## config.mk

```make
export PLATFORM = sky130hd
export DESIGN_NAME = demux_1_4_4_flat
export DESIGN_NICKNAME = d
export VERILOG_FILES = /design/src/rtl/demux_pkg.sv /design/src/rtl/demux_1_4_4_if.sv /design/src/rtl/chan_fifo.sv /design/src/rtl/demux_1_4_4.sv /design/src/flat_wrapper.sv
export SDC_FILE = /design/constraint.sdc
export NUM_CORES = 1
export LEC_CHECK = 0
export ABC_AREA = 0
export CORE_UTILIZATION = 56
export CTS_BUF_LIST = sky130_fd_sc_hd__clkbuf_16
export DETAILED_ROUTE_END_ITERATION = 16
export GPL_TIMING_DRIVEN = 0
export PLACE_DENSITY = 0.85
export SKIP_CTS_REPAIR_TIMING = 1
export SYNTH_ARGS = -nofsm -noshare
export SYNTH_HDL_FRONTEND = slang
export SYNTH_SLANG_ARGS = --single-unit
```

## constraint.sdc

```tcl
create_clock -name clk -period 5.5 [get_ports clk]
set_clock_uncertainty 0.1 [all_clocks]
set_input_delay 1.375 -clock clk [delete_from_list [all_inputs] [get_ports clk]]
set_output_delay 1.375 -clock clk [all_outputs]
set_load 0.02 [all_outputs]
```

## src/rtl/demux_pkg.sv

```systemverilog
// Shared constants and types for the buffered 1-to-4 demultiplexer.
// Channel queues use a wrap bit on their pointers, so DEPTH must be a power of two.
package demux_pkg;

  localparam int unsigned WIDTH = 4;
  localparam int unsigned DEPTH = 2;
  localparam int unsigned CNT_W = 8;
  localparam int unsigned NCH   = 4;
  localparam int unsigned PTR_W = $clog2(DEPTH);

  typedef logic [$clog2(NCH)-1:0] chan_t;
  typedef logic [WIDTH-1:0]       word_t;
  typedef logic [CNT_W-1:0]       cnt_t;

endpackage

```

## src/rtl/demux_1_4_4_if.sv

```systemverilog
// Bus bundle for demux_1_4_4: one shared input stream and four output channels.
// The slave modport is the demux side; the master modport is the source/consumer side.
interface demux_1_4_4_if;
  import demux_pkg::*;

  logic               In_valid;
  logic               In_ready;
  word_t              D;
  chan_t              Sel;
  logic [NCH-1:0]     Out_valid;
  logic [NCH-1:0]     Out_ready;
  word_t              Q0, Q1, Q2, Q3;
  cnt_t               Cnt0, Cnt1, Cnt2, Cnt3;
  logic [NCH-1:0]     Full;

  modport slave (
    input  In_valid, D, Sel, Out_ready,
    output In_ready, Out_valid, Q0, Q1, Q2, Q3, Cnt0, Cnt1, Cnt2, Cnt3, Full
  );

  modport master (
    output In_valid, D, Sel, Out_ready,
    input  In_ready, Out_valid, Q0, Q1, Q2, Q3, Cnt0, Cnt1, Cnt2, Cnt3, Full
  );

endinterface

```

## src/rtl/chan_fifo.sv

```systemverilog
// One output channel: DEPTH-entry queue with valid/ready head and a pop counter.
// Pointers carry an extra wrap bit so full and empty are distinguishable.
module chan_fifo
  import demux_pkg::*;
(
  input  logic  clk,
  input  logic  rst_n,
  input  logic  push,
  input  word_t din,
  input  logic  pop_req,
  output logic  valid,
  output logic  full,
  output word_t head,
  output cnt_t  count
);

  logic [PTR_W:0]  wptr_q, rptr_q;
  word_t           mem_q [DEPTH];
  cnt_t            count_q;
  logic            pop;

  assign valid = (wptr_q != rptr_q);
  assign full  = (wptr_q[PTR_W] != rptr_q[PTR_W]) &&
                 (wptr_q[PTR_W-1:0] == rptr_q[PTR_W-1:0]);
  assign pop   = valid & pop_req;
  // Head forced to zero when empty so stale storage never leaks out.
  assign head  = valid ? mem_q[rptr_q[PTR_W-1:0]] : '0;
  assign count = count_q;

  always_ff @(posedge clk or negedge rst_n) begin
    if (!rst_n) begin
      wptr_q  <= '0;
      rptr_q  <= '0;
      count_q <= '0;
      for (int i = 0; i < DEPTH; i++) mem_q[i] <= '0;
    end else begin
      if (push) begin
        mem_q[wptr_q[PTR_W-1:0]] <= din;
        wptr_q                   <= wptr_q + 1'b1;
      end
      if (pop) begin
        rptr_q  <= rptr_q + 1'b1;
        count_q <= count_q + 1'b1;
      end
    end
  end

endmodule

```

## src/rtl/demux_1_4_4.sv

```systemverilog
// Buffered 1-to-4 demultiplexer: steers the input word into the queue chosen by Sel.
// In_ready depends only on Sel and queue state, never on any Out_ready.
module demux_1_4_4
  import demux_pkg::*;
(
  input logic           clk,
  input logic           rst_n,
  demux_1_4_4_if.slave  bus
);

  logic [NCH-1:0] push_en;
  logic [NCH-1:0] full;
  logic [NCH-1:0] valid;
  word_t          head [NCH];
  cnt_t           cnt  [NCH];
  logic           in_ready;

  assign in_ready = rst_n & ~full[bus.Sel];

  always_comb begin
    push_en = '0;
    if (bus.In_valid && in_ready) push_en[bus.Sel] = 1'b1;
  end

  for (genvar k = 0; k < NCH; k++) begin : g_chan
    chan_fifo u_chan_fifo (
      .clk     (clk),
      .rst_n   (rst_n),
      .push    (push_en[k]),
      .din     (bus.D),
      .pop_req (bus.Out_ready[k]),
      .valid   (valid[k]),
      .full    (full[k]),
      .head    (head[k]),
      .count   (cnt[k])
    );
  end

  assign bus.In_ready  = in_ready;
  assign bus.Out_valid = valid;
  assign bus.Full      = full;
  assign bus.Q0        = head[0];
  assign bus.Q1        = head[1];
  assign bus.Q2        = head[2];
  assign bus.Q3        = head[3];
  assign bus.Cnt0      = cnt[0];
  assign bus.Cnt1      = cnt[1];
  assign bus.Cnt2      = cnt[2];
  assign bus.Cnt3      = cnt[3];

endmodule

```

## src/flat_wrapper.sv

```systemverilog
// flat-port wrapper written by rule: the top's interface ports become plain ports
module demux_1_4_4_flat import demux_pkg::*;
  (clk, rst_n, bus_In_valid, bus_D, bus_Sel, bus_Out_ready, bus_In_ready, bus_Out_valid, bus_Q0, bus_Q1, bus_Q2, bus_Q3, bus_Cnt0, bus_Cnt1, bus_Cnt2, bus_Cnt3, bus_Full);
  demux_1_4_4_if bus_i ();
  input logic clk;
  input logic rst_n;
  input wire logic [$bits(bus_i.In_valid)-1:0] bus_In_valid;
  input wire logic [$bits(bus_i.D)-1:0] bus_D;
  input wire logic [$bits(bus_i.Sel)-1:0] bus_Sel;
  input wire logic [$bits(bus_i.Out_ready)-1:0] bus_Out_ready;
  output wire logic [$bits(bus_i.In_ready)-1:0] bus_In_ready;
  output wire logic [$bits(bus_i.Out_valid)-1:0] bus_Out_valid;
  output wire logic [$bits(bus_i.Q0)-1:0] bus_Q0;
  output wire logic [$bits(bus_i.Q1)-1:0] bus_Q1;
  output wire logic [$bits(bus_i.Q2)-1:0] bus_Q2;
  output wire logic [$bits(bus_i.Q3)-1:0] bus_Q3;
  output wire logic [$bits(bus_i.Cnt0)-1:0] bus_Cnt0;
  output wire logic [$bits(bus_i.Cnt1)-1:0] bus_Cnt1;
  output wire logic [$bits(bus_i.Cnt2)-1:0] bus_Cnt2;
  output wire logic [$bits(bus_i.Cnt3)-1:0] bus_Cnt3;
  output wire logic [$bits(bus_i.Full)-1:0] bus_Full;
  assign bus_i.In_valid = bus_In_valid;
  assign bus_i.D = bus_D;
  assign bus_i.Sel = bus_Sel;
  assign bus_i.Out_ready = bus_Out_ready;
  assign bus_In_ready = bus_i.In_ready;
  assign bus_Out_valid = bus_i.Out_valid;
  assign bus_Q0 = bus_i.Q0;
  assign bus_Q1 = bus_i.Q1;
  assign bus_Q2 = bus_i.Q2;
  assign bus_Q3 = bus_i.Q3;
  assign bus_Cnt0 = bus_i.Cnt0;
  assign bus_Cnt1 = bus_i.Cnt1;
  assign bus_Cnt2 = bus_i.Cnt2;
  assign bus_Cnt3 = bus_i.Cnt3;
  assign bus_Full = bus_i.Full;
  demux_1_4_4 u_core (.clk(clk), .rst_n(rst_n), .bus(bus_i));
endmodule
```

==> impl_results.html, run 1 <==
<table>
<tr><th>Metric</th><th>Value</th></tr>
<tr><th colspan="2">Drt</th></tr>
<tr><td>Wire length per cell after detailed routing</td><td>15.7 um</td></tr>
<tr><td>Drt first-iter violations</td><td>about 100</td></tr>
<tr><td>DRT Wirelength</td><td>7520 um</td></tr>
<tr><td>Pre-antenna DRT Iters</td><td>7</td></tr>
<tr><td>Total via count in the routed design</td><td>approximately 2600</td></tr>
<tr><td>DRC</td><td>0</td></tr>
<tr><td>Average via count per standard cell</td><td>5.44</td></tr>
<tr><td>Remaining number of nets flagged by the antenna check after routing</td><td>0</td></tr>
<tr><th colspan="2">Critical path</th></tr>
<tr><td>Start of the worst register-to-register path</td><td>u_core.g_chan[1].u_chan_fifo.rptr_q[0]</td></tr>
<tr><td>Data required time of the worst path</td><td>4030 ps</td></tr>
<tr><td>Maximum fanout count along the critical path</td><td>7</td></tr>
<tr><td>Register-to-Register Path Depth</td><td>5</td></tr>
<tr><td>Worst r2r dst</td><td>u_core.g_chan[1].u_chan_fifo.mem_q[3]</td></tr>
<tr><td>Largest incremental delay on the critical path</td><td>approximately 700 ps</td></tr>
<tr><td>Worst Setup End Kind</td><td>primary output</td></tr>
<tr><td>Critical path cell sequence</td><td>clkdlybuf4s50_1 -&gt; nand2b_1 -&gt; nor3_1 -&gt; nor4_1 -&gt; clkdlybuf4s50_1</td></tr>
<tr><td>Worst setup slack for register-to-register paths</td><td>3410 ps</td></tr>
<tr><td>Critical Path Start Type</td><td>primary input</td></tr>
<tr><td>Slowest library cell on the worst path</td><td>clkdlybuf4s50_1</td></tr>
<tr><td>Cell repeated most along the worst path</td><td>clkdlybuf4s50_1</td></tr>
<tr><td>Path type of the worst setup path</td><td>primary input to primary output</td></tr>
<tr><td>Arrival time of data at the critical path endpoint</td><td>roughly 3600 ps</td></tr>
<tr><th colspan="2">Power and ir drop</th></tr>
<tr><td>Net switching fraction of the power</td><td>40.7%</td></tr>
<tr><td>Leakage power total</td><td>around 2.2 nW</td></tr>
<tr><td>Total internal power</td><td>2.06 mW</td></tr>
<tr><td>Sw power</td><td>1.42 mW</td></tr>
<tr><td>Part of the total power dissipated in sequential elements</td><td>31.4%</td></tr>
<tr><td>Part of the total power dissipated in the clock network</td><td>between 15 and 20%</td></tr>
<tr><td>Final total power</td><td>3.47 mW</td></tr>
<tr><td>Cell area power density</td><td>709 nW/um^2</td></tr>
<tr><td>Worst vdd rail ir drop</td><td>approximately 0.43 mV</td></tr>
<tr><td>Logic pwr share</td><td>roughly 54%</td></tr>
<tr><th colspan="2">Global route</th></tr>
<tr><td>Pin count of the biggest net entering global routing</td><td>between 40 and 50</td></tr>
<tr><td>Via count of the first global-routing pass</td><td>~2600</td></tr>
<tr><td>Wire length of the first global-routing pass</td><td>~13000 um</td></tr>
<tr><td>Antenna violations before repair</td><td>0</td></tr>
<tr><td>Total GRT Usage</td><td>23.2%</td></tr>
<tr><td>Remaining global-route overflow</td><td>0</td></tr>
<tr><th colspan="2">Synth</th></tr>
<tr><td>Post-synthesis net count</td><td>between 300 and 400</td></tr>
<tr><td>Yosys reg bits</td><td>80</td></tr>
<tr><td>Unique masters post-synth</td><td>29</td></tr>
<tr><td>Synthesized instance count</td><td>315</td></tr>
<tr><td>Netlist area before placement</td><td>3820 um^2</td></tr>
<tr><td>Sequential fraction of the synthesis area</td><td>52.4%</td></tr>
<tr><td>Avg Inst Size Synth</td><td>12.1 um^2</td></tr>
<tr><td>Warning count from the yosys run</td><td>0</td></tr>
<tr><th colspan="2">STA</th></tr>
<tr><td>Worst rel slew slack</td><td>between 30% and 40%</td></tr>
<tr><td>Final-report setup violation count</td><td>0</td></tr>
<tr><td>Achievable frequency</td><td>197 MHz</td></tr>
<tr><td>RSZ-0062 raised after global routing</td><td>no</td></tr>
<tr><td>Measured slew at the worst slew-check pin</td><td>940 ps</td></tr>
<tr><td>Count of pins over their slew limit</td><td>0</td></tr>
<tr><td>Final worst path period share</td><td>92.1%</td></tr>
<tr><td>Setup TNS</td><td>0 ps</td></tr>
<tr><td>Shortest clock period the worst path allows after layout</td><td>~5100 ps</td></tr>
<tr><td>Final number of hold-violating endpoints</td><td>0</td></tr>
<tr><td>Setup slack of the critical path after layout</td><td>approximately 430 ps</td></tr>
<tr><th colspan="2">Clock network</th></tr>
<tr><td>Total number of clock tree sinks</td><td>80</td></tr>
<tr><td>Cell at the root of the clock tree</td><td>clkbuf_16</td></tr>
<tr><td>CTS Buf Count</td><td>9</td></tr>
<tr><td>Maximum clock insertion buffer count</td><td>2</td></tr>
<tr><td>TritonCTS clock tree</td><td>done</td></tr>
<tr><td>Clock insertion delay at the later pin of the skew report</td><td>330 ps</td></tr>
<tr><td>Depth of the CTS H-tree</td><td>3</td></tr>
<tr><td>Clk pin slew, worst setup/hold paths</td><td>about 60 ps</td></tr>
<tr><th colspan="2">Placement</th></tr>
<tr><td>Dpl cell area</td><td>4630 um^2</td></tr>
<tr><td>Gp weighted congestion</td><td>0.792</td></tr>
<tr><td>Port bufs</td><td>69</td></tr>
<tr><td>Pre-CTS setup slack</td><td>557 ps</td></tr>
<tr><td>HPWL after detailed placement</td><td>approximately 5200 um</td></tr>
<tr><th colspan="2">Worst hold path</th></tr>
<tr><td>Endpoint of the worst hold-timing path</td><td>u_core.g_chan[2].u_chan_fifo.count[7]</td></tr>
<tr><td>Depth of the worst hold-timing path</td><td>1</td></tr>
<tr><td>Type of the tightest min-delay check</td><td>flop to flop</td></tr>
<tr><td>Worst Hold Launch</td><td>u_core.g_chan[2].u_chan_fifo.count[7]</td></tr>
<tr><th colspan="2">Final layout</th></tr>
<tr><td>Diodes inserted</td><td>0</td></tr>
<tr><td>Area growth from synthesis to final layout</td><td>28.2%</td></tr>
<tr><td>Nets</td><td>413</td></tr>
<tr><td>Post-Layout Inst Area</td><td>4900 um^2</td></tr>
<tr><td>Most frequent cells in the layout</td><td>dfrtp_1 (80), clkdlybuf4s50_1 (68), nand2_1 (34), mux2_2 (31), xnor2_1 (28)</td></tr>
<tr><td>Fraction of final layout cells sized beyond drive strength 1</td><td>between 10% and 20%</td></tr>
<tr><td>Final Util</td><td>approximately 76%</td></tr>
<tr><td>Most common cell after layout, fill and taps aside</td><td>dfrtp_1</td></tr>
<tr><td>Filler cell count</td><td>~440</td></tr>
<tr><th colspan="2">Run status</th></tr>
<tr><td>Status</td><td>completed</td></tr>
<tr><th colspan="2">Floorplan</th></tr>
<tr><td>Die ar.</td><td>between 7000 and 8000 um^2</td></tr>
<tr><td>Die height</td><td>between 80 and 90 um</td></tr>
<tr><td>Top-level port count</td><td>70</td></tr>
<tr><td>Overall die width</td><td>84.6 um</td></tr>
<tr><td>Placeable core region</td><td>about 6500 um^2</td></tr>
<tr><td>Effective utilization at floorplan</td><td>around three fifths</td></tr>
<tr><td>Cell row count</td><td>29</td></tr>
<tr><th colspan="2">Flow run</th></tr>
<tr><td>Max-cap check violation count</td><td>0</td></tr>
</table>
==> sequential cells by signal, indices dropped and copies added (netlist names) <==
signal and cells:
u_core.g_chan.u_chan_fifo.count 32, u_core.g_chan.u_chan_fifo.rptr_q 8, u_core.g_chan.u_chan_fifo.mem_q 32, u_core.g_chan.u_chan_fifo.wptr_q 8
==> worst max-delay path: cells and delay by family <==
family	cells	cell delay (ps)
and+or+nand+nor	3	930
buffers and inverters	2	1290
==> logic make-up (layout without fill, tap and decap cells) <==
logic type      Yosys count  after routing  synth area share, %
compound gates           10             10                 1.77
xor+xnor                 54             54                 13.2
fa+ha+maj                 4              4                 1.31
buf+inv                  18            104                 2.75
flops                    80             80                 52.4
mux                      48             48                 13.6
simple gates            101            101                 15.0
==> power by group through the flow <==
stage | logic [mW] | clock network, mW | registers (mW)
after floorplan | 1.08 | 0 | 1.15
after global placement | 1.81 | 0 | 1.08
after detailed placement | 1.85 | 0 | 1.10
after CTS | 1.88 | 0.538 | 1.09
after global routing | 1.99 | 0.567 | 1.12
final | 1.86 | 0.526 | 1.09
==> metrics by stage <==
step / hold slack (ps) / instances
after floorplan: 358 / 315
after global placement: 355 / 461
after detailed placement: 363 / 462
after CTS: 371 / 478
after global routing: 375 / 478
final: 365 / 478
==> metal layers <==
layer  up-vias  share of wire, %  track usage [%]  wire length (um)
li1       1235                 -                -                 -
met1      1307                45             31.8              3380
met2        48                50             36.4              3740
met3        11               4.0             5.60               299
met4         0               1.3             8.17                98
met5         -                 0                0                 0
==> final cells by class <==
| class | count | area (um^2) | area share, % |
|---|---|---|---|
| inverters | 4 | 15.0 | 0.307 |
| repair buffers | 70 | 716 | 14.6 |
| flip-flops and latches | 80 | 2000 | 40.9 |
| well taps | 77 | 96.3 | 1.97 |
| plain buffers | 14 | 90.1 | 1.84 |
| clock inverters | 7 | 40.0 | 0.817 |
| clock buffers | 9 | 225 | 4.60 |
| multi-input cells | 217 | 1710 | 35.0 |
==> worst max path at each step <==
stage                   end  slack (ps)  cells after the start  startpoint
2_1_floorplan  bus_In_ready        1620                      3  bus_Sel[0]
3_3_place_gp   bus_In_ready       -1890                      4       rst_n
3_5_place_dp   bus_In_ready         560                      5  bus_Sel[0]
4_1_cts        bus_In_ready         470                      5  bus_Sel[0]
5_1_grt        bus_In_ready         300                      5  bus_Sel[0]
6_report       bus_In_ready         430                      5  bus_Sel[0]
==> synth_stat cells, drive strengths merged <==
master | number | area [um^2]
mux2 | 32 | 360
mux2i | 16 | 160
nor2b | 1 | 8.76
nand3 | 4 | 20.0
nand3b | 1 | 7.51
nand2b | 2 | 12.5
nor4 | 7 | 88.8
nand2 | 34 | 128
nor4b | 3 | 71.3
o21ai | 4 | 20.0
xor2 | 26 | 258
buf | 12 | 82.6
inv | 4 | 15.0
o21a | 4 | 30.0
dfrtp | 80 | 2000
xnor2 | 28 | 245
ha | 4 | 50.1
or3b | 1 | 8.76
o41ai | 2 | 17.5
nor2 | 24 | 95.1
nor3 | 14 | 70.1
and3 | 2 | 12.5
nand4 | 8 | 50.1
clkbuf | 2 | 7.51
Power figures use the tool's default switching activity.
==> run 2: changes to the inputs <==
--- a/config.mk
+++ b/config.mk
@@ -12,6 +12,7 @@
 export GPL_TIMING_DRIVEN = 0
 export PLACE_DENSITY = 0.85
 export SKIP_CTS_REPAIR_TIMING = 1
+export SLEW_MARGIN = 30
 export SYNTH_ARGS = -nofsm -noshare
 export SYNTH_HDL_FRONTEND = slang
 export SYNTH_SLANG_ARGS = --single-unit
==> run 2 against run 1 <==
Flip-flop and latch count is the same; core utilization grew 1.2 points; critical endpoint unchanged; sequential share of layout area shrank 0.62 points; critical path depth is the same; global-route usage grew 0.32 points; worst hold slack is essentially flat; critical path type unchanged; clock power grew 27%.
==> impl_results.html, run 2 (synthesized netlist as in run 1, its figures left out) <==
<table>
<tr><th>Metric</th><th>Value</th></tr>
<tr><th colspan="2">Placement</th></tr>
<tr><td>HPWL after detailed placement</td><td>around 5300 um</td></tr>
<tr><td>Pre-CTS setup slack</td><td>approximately 620 ps</td></tr>
<tr><td>Gp weighted congestion</td><td>around 0.79</td></tr>
<tr><td>Port bufs</td><td>69</td></tr>
<tr><th colspan="2">Global route</th></tr>
<tr><td>Wire length of the first global-routing pass</td><td>approximately 13000 um</td></tr>
<tr><td>Met1 layer usage reported by global route</td><td>31.1%</td></tr>
<tr><td>Total GRT Usage</td><td>roughly a quarter</td></tr>
<tr><td>Met2 demand-to-capacity share in global routing</td><td>37.5%</td></tr>
<tr><td>Antenna violations before repair</td><td>0</td></tr>
<tr><td>Met3 track demand over resource in global routing</td><td>6.78%</td></tr>
<tr><td>Via count of the first global-routing pass</td><td>2623</td></tr>
<tr><td>Pin count of the biggest net entering global routing</td><td>59</td></tr>
<tr><td>Remaining global-route overflow</td><td>0</td></tr>
<tr><td>Layer with the highest usage</td><td>met2</td></tr>
<tr><th colspan="2">Drt</th></tr>
<tr><td>Wire length per cell after detailed routing</td><td>about 16 um</td></tr>
<tr><td>Average via count per standard cell</td><td>about 5.4</td></tr>
<tr><td>Total via count in the routed design</td><td>roughly 2600</td></tr>
<tr><td>Remaining number of nets flagged by the antenna check after routing</td><td>0</td></tr>
<tr><td>Pre-antenna DRT Iters</td><td>6</td></tr>
<tr><td>DRT Wirelength</td><td>between 7000 and 8000 um</td></tr>
<tr><td>Drt first-iter violations</td><td>around 100</td></tr>
<tr><td>DRC</td><td>0</td></tr>
<tr><th colspan="2">Clock network</th></tr>
<tr><td>Clk pin slew, worst setup/hold paths</td><td>around 60 ps</td></tr>
<tr><td>Cell at the root of the clock tree</td><td>clkbuf_16</td></tr>
<tr><td>CTS Buf Count</td><td>9</td></tr>
<tr><td>Clock insertion delay at the later pin of the skew report</td><td>between 300 and 400 ps</td></tr>
<tr><td>Maximum clock insertion buffer count</td><td>2</td></tr>
<tr><td>TritonCTS clock tree</td><td>done</td></tr>
<tr><td>Total number of clock tree sinks</td><td>80</td></tr>
<tr><td>Depth of the CTS H-tree</td><td>3</td></tr>
<tr><th colspan="2">Critical path</th></tr>
<tr><td>Arrival time of data at the critical path endpoint</td><td>3470 ps</td></tr>
<tr><td>Worst setup slack for register-to-register paths</td><td>roughly 3400 ps</td></tr>
<tr><td>Slowest library cell on the worst path</td><td>clkdlybuf4s50_1</td></tr>
<tr><td>Maximum fanout count along the critical path</td><td>7</td></tr>
<tr><td>Register-to-Register Path Depth</td><td>5</td></tr>
<tr><td>Data required time of the worst path</td><td>between 4000 and 5000 ps</td></tr>
<tr><td>Cell repeated most along the worst path</td><td>clkdlybuf4s50_1</td></tr>
<tr><td>Path type of the worst setup path</td><td>primary input to primary output</td></tr>
<tr><td>Critical Path Start Type</td><td>primary input</td></tr>
<tr><td>Worst r2r dst</td><td>u_core.g_chan[1].u_chan_fifo.mem_q[3]</td></tr>
<tr><td>Largest incremental delay on the critical path</td><td>around 680 ps</td></tr>
<tr><td>Critical path cell sequence</td><td>clkdlybuf4s50_1 -&gt; nand2b_1 -&gt; nor3_1 -&gt; nor4_1 -&gt; clkdlybuf4s50_1</td></tr>
<tr><td>Worst Setup End Kind</td><td>primary output</td></tr>
<tr><td>Start of the worst register-to-register path</td><td>u_core.g_chan[1].u_chan_fifo.rptr_q[0]</td></tr>
<tr><th colspan="2">Run status</th></tr>
<tr><td>Status</td><td>completed</td></tr>
<tr><th colspan="2">Floorplan</th></tr>
<tr><td>Placeable core region</td><td>between 6000 and 7000 um^2</td></tr>
<tr><td>Die ar.</td><td>7160 um^2</td></tr>
<tr><td>Effective utilization at floorplan</td><td>roughly 59%</td></tr>
<tr><td>Overall die width</td><td>84.6 um</td></tr>
<tr><td>Die height</td><td>approximately 85 um</td></tr>
<tr><td>Top-level port count</td><td>70</td></tr>
<tr><td>Cell row count</td><td>29</td></tr>
<tr><th colspan="2">STA</th></tr>
<tr><td>Setup slack of the critical path after layout</td><td>556 ps</td></tr>
<tr><td>Shortest clock period the worst path allows after layout</td><td>between 4000 and 5000 ps</td></tr>
<tr><td>Measured slew at the worst slew-check pin</td><td>911 ps</td></tr>
<tr><td>Count of pins over their slew limit</td><td>0</td></tr>
<tr><td>Final worst path period share</td><td>between 80% and 90%</td></tr>
<tr><td>Final-report setup violation count</td><td>0</td></tr>
<tr><td>Achievable frequency</td><td>202 MHz</td></tr>
<tr><td>RSZ-0062 raised after global routing</td><td>no</td></tr>
<tr><td>Final number of hold-violating endpoints</td><td>0</td></tr>
<tr><td>Worst rel slew slack</td><td>between 30% and 40%</td></tr>
<tr><td>Setup TNS</td><td>0 ps</td></tr>
<tr><th colspan="2">Final layout</th></tr>
<tr><td>Diodes inserted</td><td>0</td></tr>
<tr><td>Area growth from synthesis to final layout</td><td>30.2%</td></tr>
<tr><td>Nets</td><td>~410</td></tr>
<tr><td>Most common cell after layout, fill and taps aside</td><td>dfrtp_1</td></tr>
<tr><td>Fraction of final layout cells sized beyond drive strength 1</td><td>between 10% and 20%</td></tr>
<tr><td>Most frequent cells in the layout</td><td>dfrtp_1 (80), clkdlybuf4s50_1 (68), nand2_1 (34), mux2_2 (31), xnor2_1 (28)</td></tr>
<tr><td>Final Util</td><td>around 77%</td></tr>
<tr><th colspan="2">Power and ir drop</th></tr>
<tr><td>Worst vdd rail ir drop</td><td>between 0.4 and 0.5 mV</td></tr>
<tr><td>Leakage power total</td><td>roughly 2.2 nW</td></tr>
<tr><td>Final total power</td><td>between 3 and 4 mW</td></tr>
<tr><td>Cell area power density</td><td>roughly 730 nW/um^2</td></tr>
<tr><th colspan="2">Worst hold path</th></tr>
<tr><td>Worst Hold Launch</td><td>u_core.g_chan[2].u_chan_fifo.count[7]</td></tr>
<tr><td>Type of the tightest min-delay check</td><td>flop to flop</td></tr>
<tr><td>Endpoint of the worst hold-timing path</td><td>u_core.g_chan[2].u_chan_fifo.count[7]</td></tr>
<tr><td>Depth of the worst hold-timing path</td><td>1</td></tr>
<tr><th colspan="2">Flow run</th></tr>
<tr><td>Max-cap check violation count</td><td>0</td></tr>
</table>
-- run 2: changes by cell type in the layout (fill, tap and decap cells not counted), sizes merged --
| cell | before | now |
|---|---|---|
| clkinvlp | 3 | 1 |
| bufinv | 0 | 3 |
| clkinv | 3 | 2 |
-- run 2: worst max path at each step --
stage	startpoint	to	slack, ps	depth (start not counted)
after floorplan	bus_Sel[0]	bus_In_ready	1620	3
after global placement	rst_n	bus_In_ready	-1890	4
after detailed placement	bus_Sel[0]	bus_In_ready	620	5
after CTS	bus_Sel[0]	bus_In_ready	560	5
after global routing	bus_Sel[0]	bus_In_ready	390	5
final	bus_Sel[0]	bus_In_ready	560	5
-- run 2: metrics by stage --
step | hold slack [ps] | std cells | area [um^2]
3_5_place_dp | 363 | 462 | 4640
4_1_cts | 371 | 478 | 4970
3_3_place_gp | 355 | 461 | 4610
5_1_grt | 375 | 478 | 4970
2_1_floorplan | 358 | 315 | 3820
6_report | 365 | 478 | 4970
-- run 2: power breakdown --
group	switching, mW	internal [mW]	total, mW	leakage [nW]
Combinational	0.956	0.907	1.86	1.05
Clock	0.231	0.440	0.670	0.167
Sequential	0.240	0.852	1.09	0.997
Total	1.43	2.20	3.63	2.21
-- run 2: cell type report --
type | instances | area [um^2]
sequential | 80 | 2000
tap | 77 | 96.3
multi-input combinational | 217 | 1710
clock buffer | 9 | 225
buffer | 14 | 90.1
clock inverter | 7 | 111
timing repair buffer | 70 | 719
inverter | 4 | 15.0
fill | 429 | 1490
-- run 2: layer usage --
layer,routed length (um),vias up
met5,0,-
met4,104,0
met3,328,9
met2,3850,55
met1,3350,1291
li1,-,1228
-- run 2: critical path: cells and delay by family --
kind / cells / cell delay (ps)
buffers and inverters: 2 / 1290
and+or+nand+nor: 3 / 800
==> run 3: changes to the inputs <==
--- a/config.mk
+++ b/config.mk
@@ -6,11 +6,11 @@
 export NUM_CORES = 1
 export LEC_CHECK = 0
 export ABC_AREA = 0
-export CORE_UTILIZATION = 56
-export CTS_BUF_LIST = sky130_fd_sc_hd__clkbuf_16
+export CORE_UTILIZATION = 58
+export CTS_BUF_LIST = sky130_fd_sc_hd__clkbuf_8
 export DETAILED_ROUTE_END_ITERATION = 16
 export GPL_TIMING_DRIVEN = 0
-export PLACE_DENSITY = 0.85
+export PLACE_DENSITY = 0.87
 export SKIP_CTS_REPAIR_TIMING = 1
 export SLEW_MARGIN = 30
 export SYNTH_ARGS = -nofsm -noshare
==> run 3 against run 2 <==
Critical endpoint unchanged; total power fell by 5.9%; die area fell by 3.4%; register-to-register slack got worse by 30 ps; flip-flop and latch count did not move; cell area fell by 2.7%; worst hold slack improved by 1.4 ps; combinational power barely moved; sequential power barely moved; non-clock buffer count did not move.
==> impl_results.html, run 3 (synthesized netlist as in run 1, its figures left out) <==
<table>
<tr><th>Metric</th><th>Value</th></tr>
<tr><th colspan="2">Clock network</th></tr>
<tr><td>Total number of clock tree sinks</td><td>80</td></tr>
<tr><td>Cell at the root of the clock tree</td><td>clkbuf_8</td></tr>
<tr><td>Clock insertion delay at the later pin of the skew report</td><td>350 ps</td></tr>
<tr><td>Depth of the CTS H-tree</td><td>3</td></tr>
<tr><td>CTS Buf Count</td><td>9</td></tr>
<tr><td>Clk pin slew, worst setup/hold paths</td><td>roughly 80 ps</td></tr>
<tr><td>TritonCTS clock tree</td><td>done</td></tr>
<tr><td>Maximum clock insertion buffer count</td><td>2</td></tr>
<tr><th colspan="2">Global route</th></tr>
<tr><td>Antenna violations before repair</td><td>0</td></tr>
<tr><td>Met3 track demand over resource in global routing</td><td>5.67%</td></tr>
<tr><td>Total GRT Usage</td><td>around a quarter</td></tr>
<tr><td>Met1 layer usage reported by global route</td><td>32.1%</td></tr>
<tr><td>Wire length of the first global-routing pass</td><td>between 10000 and 15000 um</td></tr>
<tr><td>Pin count of the biggest net entering global routing</td><td>between 40 and 50</td></tr>
<tr><td>Layer with the highest usage</td><td>met2</td></tr>
<tr><td>Via count of the first global-routing pass</td><td>~2600</td></tr>
<tr><td>Remaining global-route overflow</td><td>0</td></tr>
<tr><td>Met2 demand-to-capacity share in global routing</td><td>a little under two fifths</td></tr>
<tr><th colspan="2">Critical path</th></tr>
<tr><td>Slowest library cell on the worst path</td><td>clkdlybuf4s50_1</td></tr>
<tr><td>Critical path cell sequence</td><td>clkdlybuf4s50_1 -&gt; nand2b_1 -&gt; nor3_1 -&gt; nor4_1 -&gt; clkdlybuf4s50_1</td></tr>
<tr><td>Critical Path Start Type</td><td>primary input</td></tr>
<tr><td>Worst Setup End Kind</td><td>primary output</td></tr>
<tr><td>Maximum fanout count along the critical path</td><td>7</td></tr>
<tr><td>Worst Setup SP</td><td>bus_Sel[0]</td></tr>
<tr><td>Data required time of the worst path</td><td>4030 ps</td></tr>
<tr><td>Cell repeated most along the worst path</td><td>clkdlybuf4s50_1</td></tr>
<tr><td>Path type of the worst setup path</td><td>primary input to primary output</td></tr>
<tr><td>Largest incremental delay on the critical path</td><td>about 690 ps</td></tr>
<tr><td>Arrival time of data at the critical path endpoint</td><td>~3600 ps</td></tr>
<tr><td>Start of the worst register-to-register path</td><td>u_core.g_chan[1].u_chan_fifo.rptr_q[0]</td></tr>
<tr><th colspan="2">Drt</th></tr>
<tr><td>DRC</td><td>0</td></tr>
<tr><td>Drt first-iter violations</td><td>71</td></tr>
<tr><td>Remaining number of nets flagged by the antenna check after routing</td><td>0</td></tr>
<tr><td>DRT Wirelength</td><td>around 7700 um</td></tr>
<tr><td>Wire length per cell after detailed routing</td><td>roughly 16 um</td></tr>
<tr><td>Average via count per standard cell</td><td>~5.4</td></tr>
<tr><td>Pre-antenna DRT Iters</td><td>4</td></tr>
<tr><td>Total via count in the routed design</td><td>2571</td></tr>
<tr><th colspan="2">Final layout</th></tr>
<tr><td>Flip-flop and latch area</td><td>approximately 2000 um^2</td></tr>
<tr><td>Most frequent cells in the layout</td><td>dfrtp_1 (80), clkdlybuf4s50_1 (68), nand2_1 (34), mux2_2 (31), xnor2_1 (28)</td></tr>
<tr><td>Final Util</td><td>between 70% and 80%</td></tr>
<tr><td>Most common cell after layout, fill and taps aside</td><td>dfrtp_1</td></tr>
<tr><td>Area growth from synthesis to final layout</td><td>26.6%</td></tr>
<tr><td>Filler cell count</td><td>around 410</td></tr>
<tr><td>Fraction of final layout cells sized beyond drive strength 1</td><td>roughly 18%</td></tr>
<tr><td>Post-Layout Inst Area</td><td>between 4000 and 5000 um^2</td></tr>
<tr><td>Diodes inserted</td><td>0</td></tr>
<tr><td>Nets</td><td>413</td></tr>
<tr><td>Area of the multi-input gates</td><td>between 1500 and 2000 um^2</td></tr>
<tr><th colspan="2">Floorplan</th></tr>
<tr><td>Die height</td><td>slightly above 80 um</td></tr>
<tr><td>Effective utilization at floorplan</td><td>around three fifths</td></tr>
<tr><td>Placeable core region</td><td>between 6000 and 7000 um^2</td></tr>
<tr><td>Top-level port count</td><td>70</td></tr>
<tr><td>Die ar.</td><td>between 6000 and 7000 um^2</td></tr>
<tr><td>Overall die width</td><td>83.2 um</td></tr>
<tr><td>Cell row count</td><td>29</td></tr>
<tr><th colspan="2">STA</th></tr>
<tr><td>Count of pins over their slew limit</td><td>0</td></tr>
<tr><td>Setup TNS</td><td>0 ps</td></tr>
<tr><td>Final-report setup violation count</td><td>0</td></tr>
<tr><td>Shortest clock period the worst path allows after layout</td><td>around 5000 ps</td></tr>
<tr><td>Measured slew at the worst slew-check pin</td><td>928 ps</td></tr>
<tr><td>Final number of hold-violating endpoints</td><td>0</td></tr>
<tr><td>Worst rel slew slack</td><td>about two fifths</td></tr>
<tr><td>RSZ-0062 raised after global routing</td><td>no</td></tr>
<tr><td>Achievable frequency</td><td>roughly 200 MHz</td></tr>
<tr><td>Setup slack of the critical path after layout</td><td>around 460 ps</td></tr>
<tr><td>Final worst path period share</td><td>between 90% and 100%</td></tr>
<tr><th colspan="2">Worst hold path</th></tr>
<tr><td>Worst Hold Launch</td><td>u_core.g_chan[3].u_chan_fifo.count[7]</td></tr>
<tr><td>Type of the tightest min-delay check</td><td>flop to flop</td></tr>
<tr><th colspan="2">Power and ir drop</th></tr>
<tr><td>Total internal power</td><td>~2.0 mW</td></tr>
<tr><td>Worst vdd rail ir drop</td><td>slightly below 0.5 mV</td></tr>
<tr><td>Leakage power total</td><td>roughly 2.2 nW</td></tr>
<tr><td>Final total power</td><td>3.41 mW</td></tr>
<tr><td>Net switching fraction of the power</td><td>41.2%</td></tr>
<tr><td>Logic pwr share</td><td>a little over half</td></tr>
<tr><td>Part of the total power dissipated in the clock network</td><td>about an eighth</td></tr>
<tr><td>Sw power</td><td>roughly 1.4 mW</td></tr>
<tr><td>Cell area power density</td><td>705 nW/um^2</td></tr>
<tr><td>Part of the total power dissipated in sequential elements</td><td>31.9%</td></tr>
<tr><th colspan="2">Placement</th></tr>
<tr><td>Pre-CTS setup slack</td><td>533 ps</td></tr>
<tr><td>Gp weighted congestion</td><td>a little over 0.8</td></tr>
<tr><td>Dpl cell area</td><td>between 4000 and 5000 um^2</td></tr>
<tr><td>HPWL after detailed placement</td><td>between 5000 and 6000 um</td></tr>
<tr><td>Port bufs</td><td>between 60 and 70</td></tr>
<tr><th colspan="2">Run status</th></tr>
<tr><td>Status</td><td>completed</td></tr>
<tr><th colspan="2">Flow run</th></tr>
<tr><td>Max-cap check violation count</td><td>0</td></tr>
</table>
-- run 3: changes by cell type in the layout (fill, tap and decap cells not counted), sizes merged --
cell | previous run | this run
clkinvlp | 1 | 0
bufinv | 3 | 2
inv | 5 | 6
-- run 3: worst max-delay path, delay by kind of cell --
| family | cells | cell delay, ps |
|---|---|---|
| buffers and inverters | 2 | 1310 |
| and+or+nand+nor | 3 | 870 |
-- run 3: per-layer routing --
metal  vias to the layer above  share of wire (%)
met3                        13                3.6
met5                         -                  0
met2                        60                 50
li1                       1226                  -
met1                      1272                 45
met4                         0                1.8
-- run 3: final timing paths --
kind / slack (ps) / cells after the start / to
setup / recovery: 460 / 5 / bus_In_ready
hold / removal: 370 / 1 / u_core.g_chan[3].u_chan_fifo.count[7]
setup reg to reg: 3410 / 5 / u_core.g_chan[1].u_chan_fifo.mem_q[3]
hold reg to reg: 370 / 1 / u_core.g_chan[3].u_chan_fifo.count[7]
max in group asynchronous: 3950 / 2 / u_core.g_chan[1].u_chan_fifo.mem_q[1]
min in group asynchronous: 810 / 1 / u_core.g_chan[3].u_chan_fifo.count[4]
-- run 3: area by class of cell --
cell class              instances  share of cell area (%)
flip-flops and latches         80                    41.4
clock buffers                   9                    2.56
well taps                      77                    1.99
plain buffers                  14                    1.86
multi-input cells             217                    35.4
clock inverters                 6                    1.60
repair buffers                 70                    14.9
inverters                       4                   0.310
-- run 3: stage by stage --
stage | hold slack [ps] | std cells
floorplan | 358 | 315
global placement | 354 | 461
detailed placement | 362 | 462
CTS | 372 | 477
global route | 381 | 477
finish | 366 | 477
-- run 3: power groups by stage --
| stage | registers [mW] | clock network (mW) | logic (mW) |
|---|---|---|---|
| 4_1_cts | 1.09 | 0.460 | 1.89 |
| 6_report | 1.09 | 0.453 | 1.87 |
| 5_1_grt | 1.12 | 0.485 | 2.00 |
| 3_5_place_dp | 1.10 | 0 | 1.86 |
| 2_1_floorplan | 1.15 | 0 | 1.08 |
| 3_3_place_gp | 1.07 | 0 | 1.81 |
